==> src/rtl/apb_cmd_arbiter.sv <==
// Round-robin arbiter sharing one APB bridge command port between NUM_REQ requesters.
// Define APB_ARB_FIXED_PRIO_EN to use fixed lowest-index priority instead of round-robin.
module apb_cmd_arbiter #(
    parameter int unsigned NUM_REQ    = 4,
    parameter int unsigned DATA_WIDTH = 32,
    parameter int unsigned ADDR_WIDTH = 12,
    parameter int unsigned CMD_WIDTH  = DATA_WIDTH + ADDR_WIDTH + 1,
    parameter int unsigned MAX_BURST  = 4
) (
    input  logic                          a_pclk,
    input  logic                          rstn,
    input  logic [NUM_REQ*CMD_WIDTH-1:0]  req_cmd,
    input  logic [NUM_REQ-1:0]            req_vld,
    input  logic [NUM_REQ-1:0]            req_lock,
    output logic [NUM_REQ-1:0]            req_rdy,
    output logic [CMD_WIDTH-1:0]          cmd_out,
    output logic                          cmd_vld,
    input  logic                          cmd_rdy,
    output logic                          transfer,
    input  logic                          rd_done,
    input  logic [DATA_WIDTH-1:0]         rd_data_in,
    output logic [NUM_REQ-1:0]            rsp_vld,
    output logic [DATA_WIDTH-1:0]         rsp_data,
    output logic [$clog2(NUM_REQ)-1:0]    grant_id
);

    localparam int unsigned IdW = $clog2(NUM_REQ);

    typedef enum logic [1:0] {StIdle, StGrant, StWaitRd} state_e;

    state_e                state_q, state_d;
    logic [IdW-1:0]        grant_id_q, grant_id_d;
    logic [3:0]            burst_cnt_q, burst_cnt_d;
    logic [NUM_REQ-1:0]    rsp_vld_q, rsp_vld_d;
    logic [DATA_WIDTH-1:0] rsp_data_q, rsp_data_d;
    logic                  transfer_q, transfer_d;
`ifndef APB_ARB_FIXED_PRIO_EN
    logic [IdW-1:0]        last_gnt_q, last_gnt_d;
`endif

    logic [CMD_WIDTH-1:0]  sel_cmd;
    logic                  sel_vld;
    logic                  sel_lock;
    logic                  handshake;
    logic [3:0]            burst_nxt;
    logic [IdW-1:0]        pick;
    logic                  pick_found;

    assign sel_cmd   = req_cmd[int'(grant_id_q)*CMD_WIDTH +: CMD_WIDTH];
    assign sel_vld   = req_vld[grant_id_q];
    assign sel_lock  = req_lock[grant_id_q];
    assign handshake = (state_q == StGrant) && sel_vld && cmd_rdy;
    assign burst_nxt = burst_cnt_q + 4'd1;

    always_comb begin
        pick       = '0;
        pick_found = 1'b0;
`ifdef APB_ARB_FIXED_PRIO_EN
        for (int i = int'(NUM_REQ) - 1; i >= 0; i--) begin
            if (req_vld[i]) begin
                pick       = IdW'(i);
                pick_found = 1'b1;
            end
        end
`else
        // Search upward from the requester after the last owner, wrapping around.
        for (int i = 1; i <= int'(NUM_REQ); i++) begin
            if (!pick_found && req_vld[(int'(last_gnt_q) + i) % int'(NUM_REQ)]) begin
                pick       = IdW'((int'(last_gnt_q) + i) % int'(NUM_REQ));
                pick_found = 1'b1;
            end
        end
`endif
    end

    always_comb begin
        state_d     = state_q;
        grant_id_d  = grant_id_q;
        burst_cnt_d = burst_cnt_q;
        rsp_vld_d   = '0;
        rsp_data_d  = rsp_data_q;
`ifndef APB_ARB_FIXED_PRIO_EN
        last_gnt_d  = last_gnt_q;
`endif
        unique case (state_q)
            StIdle: begin
                if (pick_found) begin
                    grant_id_d  = pick;
                    burst_cnt_d = '0;
                    state_d     = StGrant;
                end
            end
            StGrant: begin
                if (handshake) begin
                    burst_cnt_d = burst_nxt;
                    if (!sel_cmd[CMD_WIDTH-1]) begin
                        state_d = StWaitRd;
                    end else if (!(sel_lock && (32'(burst_nxt) < MAX_BURST))) begin
                        state_d = StIdle;
`ifndef APB_ARB_FIXED_PRIO_EN
                        last_gnt_d = grant_id_q;
`endif
                    end
                end else if (!sel_vld && !sel_lock) begin
                    state_d = StIdle;
`ifndef APB_ARB_FIXED_PRIO_EN
                    last_gnt_d = grant_id_q;
`endif
                end
            end
            StWaitRd: begin
                if (rd_done) begin
                    rsp_data_d = rd_data_in;
                    rsp_vld_d  = NUM_REQ'(1) << grant_id_q;
                    if (sel_lock && (32'(burst_cnt_q) < MAX_BURST)) begin
                        state_d = StGrant;
                    end else begin
                        state_d = StIdle;
`ifndef APB_ARB_FIXED_PRIO_EN
                        last_gnt_d = grant_id_q;
`endif
                    end
                end
            end
            default: state_d = StIdle;
        endcase
        transfer_d = (state_d != StIdle);
    end

    always_ff @(posedge a_pclk or negedge rstn) begin
        if (!rstn) begin
            state_q     <= StIdle;
            grant_id_q  <= '0;
            burst_cnt_q <= '0;
            rsp_vld_q   <= '0;
            rsp_data_q  <= '0;
            transfer_q  <= 1'b0;
`ifndef APB_ARB_FIXED_PRIO_EN
            last_gnt_q  <= IdW'(NUM_REQ - 1);
`endif
        end else begin
            state_q     <= state_d;
            grant_id_q  <= grant_id_d;
            burst_cnt_q <= burst_cnt_d;
            rsp_vld_q   <= rsp_vld_d;
            rsp_data_q  <= rsp_data_d;
            transfer_q  <= transfer_d;
`ifndef APB_ARB_FIXED_PRIO_EN
            last_gnt_q  <= last_gnt_d;
`endif
        end
    end

    always_comb begin
        req_rdy = '0;
        if (state_q == StGrant) begin
            req_rdy[grant_id_q] = cmd_rdy;
        end
    end

    assign cmd_out  = sel_cmd;
    assign cmd_vld  = (state_q == StGrant) && sel_vld;
    assign transfer = transfer_q;
    assign rsp_vld  = rsp_vld_q;
    assign rsp_data = rsp_data_q;
    assign grant_id = grant_id_q;

endmodule
==> config.mk <==
export PLATFORM = sky130hd
export DESIGN_NAME = apb_cmd_arbiter
export DESIGN_NICKNAME = d
export VERILOG_FILES = /design/src/rtl/apb_cmd_arbiter.sv
export SDC_FILE = /design/constraint.sdc
export NUM_CORES = 1
export LEC_CHECK = 0
export ABC_AREA = 0
export CAP_MARGIN = 0
export CORE_AREA = 2 2 121 123
export DETAILED_ROUTE_END_ITERATION = 12
export DIE_AREA = 0 0 123 125
export GPL_ROUTABILITY_DRIVEN = 1
export GPL_TIMING_DRIVEN = 0
export SYNTH_ARGS = -nofsm -noshare
export SYNTH_HDL_FRONTEND = slang
export SYNTH_SLANG_ARGS = --single-unit
==> constraint.sdc <==
create_clock -name a_pclk -period 2.6 [get_ports a_pclk]
set_clock_uncertainty 0.15 [all_clocks]
set_input_delay 0.39 -clock a_pclk [delete_from_list [all_inputs] [get_ports a_pclk]]
set_output_delay 0.39 -clock a_pclk [all_outputs]
set_load 0.005 [all_outputs]
==> flow_summary_export.csv <==
group,metric,value,unit
yosys,muxShareOfSynthArea,47.2,%
global_routing,first_global_vias,3711,
route,drt-total-wl,15000,um
yosys,syn_inst,213,
cells_and_area,seqCellArea,1180,sq um
yosys,synthAdderAreaFrac,0.404,%
cells_and_area,postLayoutCoreUtil,47.9,%
critical_path,crit_fanout,10,
placed_design,hpwl,12800,um
critical_path,crit_path_start_kind,"flop",
placed_design,placedInstanceArea,6470,sq um
yosys,yosysUniqueCellTypes,36,
die,pin_count,313,
yosys,synth_top_family_by_area,"multiplexers",
yosys,synth_top_area_cell,"dfrtp_1",
cells_and_area,layout.cells.non_filler,723,
job,cap_violations,0,
run_status,outcome,"completed",
critical_path,cp_num_buf_inv,3,
die,die_w,123,um
yosys,synth_area_leaders,"dfrtp_1, mux4_2, mux2_2",
yosys,synth_compound_area_share,5.13,%
yosys,synthTopCellsByCount,"mux4_2, dfrtp_1, mux2_2",
yosys,synth.net_count,438,
cts,clk_latency,0.28,ns
route,drtPass1Iterations,4,
cts,clockRootBuffer,"clkbuf_16",
route,antenna_left,0,
cts,cts_sinks,47,
critical_path,path_cells,"buf_12 -> buf_12 -> mux4_2 -> clkdlybuf4s50_1",
yosys,synth_most_common_cell,"mux4_2",
yosys,synth_seq_cells,47,
cells_and_area,fill_cells,1326,
die,die_y,125,um
critical_path,end_kind,"output port",
cells_and_area,final_nets,763,
die,dieArea,15400,sq um
timing,max_freq,398,MHz
timing,drv_slew,0,
placed_design,io_buffers,312,
critical_path,cp_slowest_cell,"mux4_2",
route,num_vias,3380,
min_path,hold_class,"reg2reg",
route,vias_per_cell,4.67,
global_routing,antenna_found_initial,4,
placed_design,post-place-ws,-0.0912,ns
timing,setup_viol,0,
cts,cts_htree_levels,2,
yosys,synthXorXnorAreaFrac,0,%
critical_path,critical_path_required,2.06,ns
critical_path,arrival,1.98,ns
die,core-area,14200,sq um
die,num_rows,44,
yosys,syn_area,3100,sq um
timing,period_needed,2.52,ns
cts,clockBufferDepth,2,
placed_design,gp_congestion,0.825,
yosys,synth-edff-count,0,
power,vdd_drop_max,0.572,mV
cells_and_area,fin_area,6810,sq um
yosys,synthArstFlopShare,100,%
global_routing,grt_max_degree,34,
power,p_leak,2.78,nW
timing,relSlewSlack,55.5,%
yosys,seq_area_frac_synth,38.0,%
cts,clk_pin_slew_worst_paths,0.06,ns
timing,hold_viol,0,
route,drtIter0Drc,73,
cells_and_area,syn2layout_area_growth,120,%
route,routedWlPerCell,20.8,um
critical_path,cpMostUsedCell,"buf_12",
route,drc,0,
yosys,syn_avg_cell_area,14.6,sq um
timing,rsz0062_at_grt,"false",
yosys,synth-simple-area-share,6.66,%
power,p_per_area,846,nW/um^2
global_routing,grtUsageTotal,18.9,%
yosys,ys.warnings.count,0,
timing,worst_slew_pin_slew,0.660,ns
timing,setup_ws,0.0846,ns
timing,holdWs,0.359,ns
yosys,yosys.area.top_type_share,36.3,%
cts,numCtsBuffers,5,
timing,min_period_over_period,96.7,%
global_routing,globalRouteOverflowTotal,0,
critical_path,path_delay_family,"buffers and inverters",
cells_and_area,drive_above_1_share,20.4,%
global_routing,grt_first_pass_wirelength,21600,um
critical_path,criticalPathCategory,"reg2out",
critical_path,cpPeakStageDelay,0.51,ns
die,initial_core_util,21.8,%
cts,cts_tree,"yes",
placed_design,place_inst,710,
cells_and_area,multi_input_area,1840,sq um
yosys,synth_top_flop_cell,"dfrtp_1",
kinds of logic (layout without fill, tap and decap cells):
group / Yosys count / after routing
other: 0 / 1
DFF: 47 / 47
and+or+nand+nor: 41 / 41
AOI/OAI and AO/OA: 23 / 23
adders and majority gates: 1 / 1
buffers and inverters: 18 / 343
muxes: 83 / 83
cell type report:
cell class / instances / area share [%]
Multi-Input combinational cell: 148 / 27.0
Clock inverter: 1 / 0.441
Inverter: 3 / 0.165
Sequential cell: 47 / 17.3
Buffer: 15 / 2.46
Clock buffer: 6 / 1.89
Timing Repair Buffer: 318 / 47.3
Antenna cell: 1 / 0.0368
Tap cell: 184 / 3.38
placed cells by master, fill, tap and decap left out, types with 2 or more instances in the layout:
cell	instances
o21ai_0	5
nor3_1	3
dfstp_2	2
a21oi_1	4
o21ai_1	4
dfrtp_1	45
nor2b_1	2
clkdlybuf4s50_1	292
nor2_1	10
and2_1	3
a31oi_1	3
inv_1	3
nand3_1	2
clkbuf_1	4
clkbuf_16	5
buf_12	6
mux2_2	32
buf_2	2
clkbuf_4	5
mux4_2	47
nand2b_1	4
buf_4	4
dlygate4sd2_1	2
mux2i_1	2
mux2_1	2
nand2_1	11
dlymetal6s2s_1	17
per-stage QoR:
stage	TNS (ns)	power [mW]
floorplan	0	2.88
global placement	-16.56	4.89
detailed placement	-0.188	4.93
CTS	-0.275	5.76
global route	0	6.17
finish	0	5.76
metal layers:
| layer | GRT usage [%] | vias to the layer above | part of all wire [%] |
|---|---|---|---|
| li1 | - | 1504 | - |
| met1 | 19.8 | 1659 | 35 |
| met2 | 33.1 | 179 | 51 |
| met3 | 7.85 | 32 | 11 |
| met4 | 7.82 | 6 | 3.3 |
| met5 | 0 | - | 0.25 |
where the power goes:
part	internal, mW	total [mW]	switching [mW]
Combinational	2.51	3.82	1.31
Clock	0.449	0.713	0.265
Sequential	1.04	1.23	0.186
state kept, by name, indices dropped and copies added, names as in the netlist:
register / cells
burst_cnt_q: 4
grant_id: 2
last_gnt_q: 2
rsp_data: 32
rsp_vld: 4
state_q: 2
transfer: 1
path summary, 6_finish.rpt:
kind,from,to,slack (ns),depth (start not counted)
max in group asynchronous,rstn,last_gnt_q[0],1.33,3
worst min-delay path,rsp_data[10],rsp_data[10],0.36,1
worst max-delay path,grant_id[0],cmd_out[38],0.08,4
worst max register to register,grant_id[0],last_gnt_q[1],0.23,8
worst min register to register,rsp_data[10],rsp_data[10],0.36,1
min in group asynchronous,rstn,rsp_data[14],0.39,2
what timing repair did:
action | 4_1_cts | 5_1_grt
endpoints found under the setup margin | 47 | 44
hold buffers | 1 | 0
endpoints found under the hold margin | 14 | 0
resized for setup | 18 | 35
setup buffers | 1 | 3
Power figures use the tool's default switching activity.
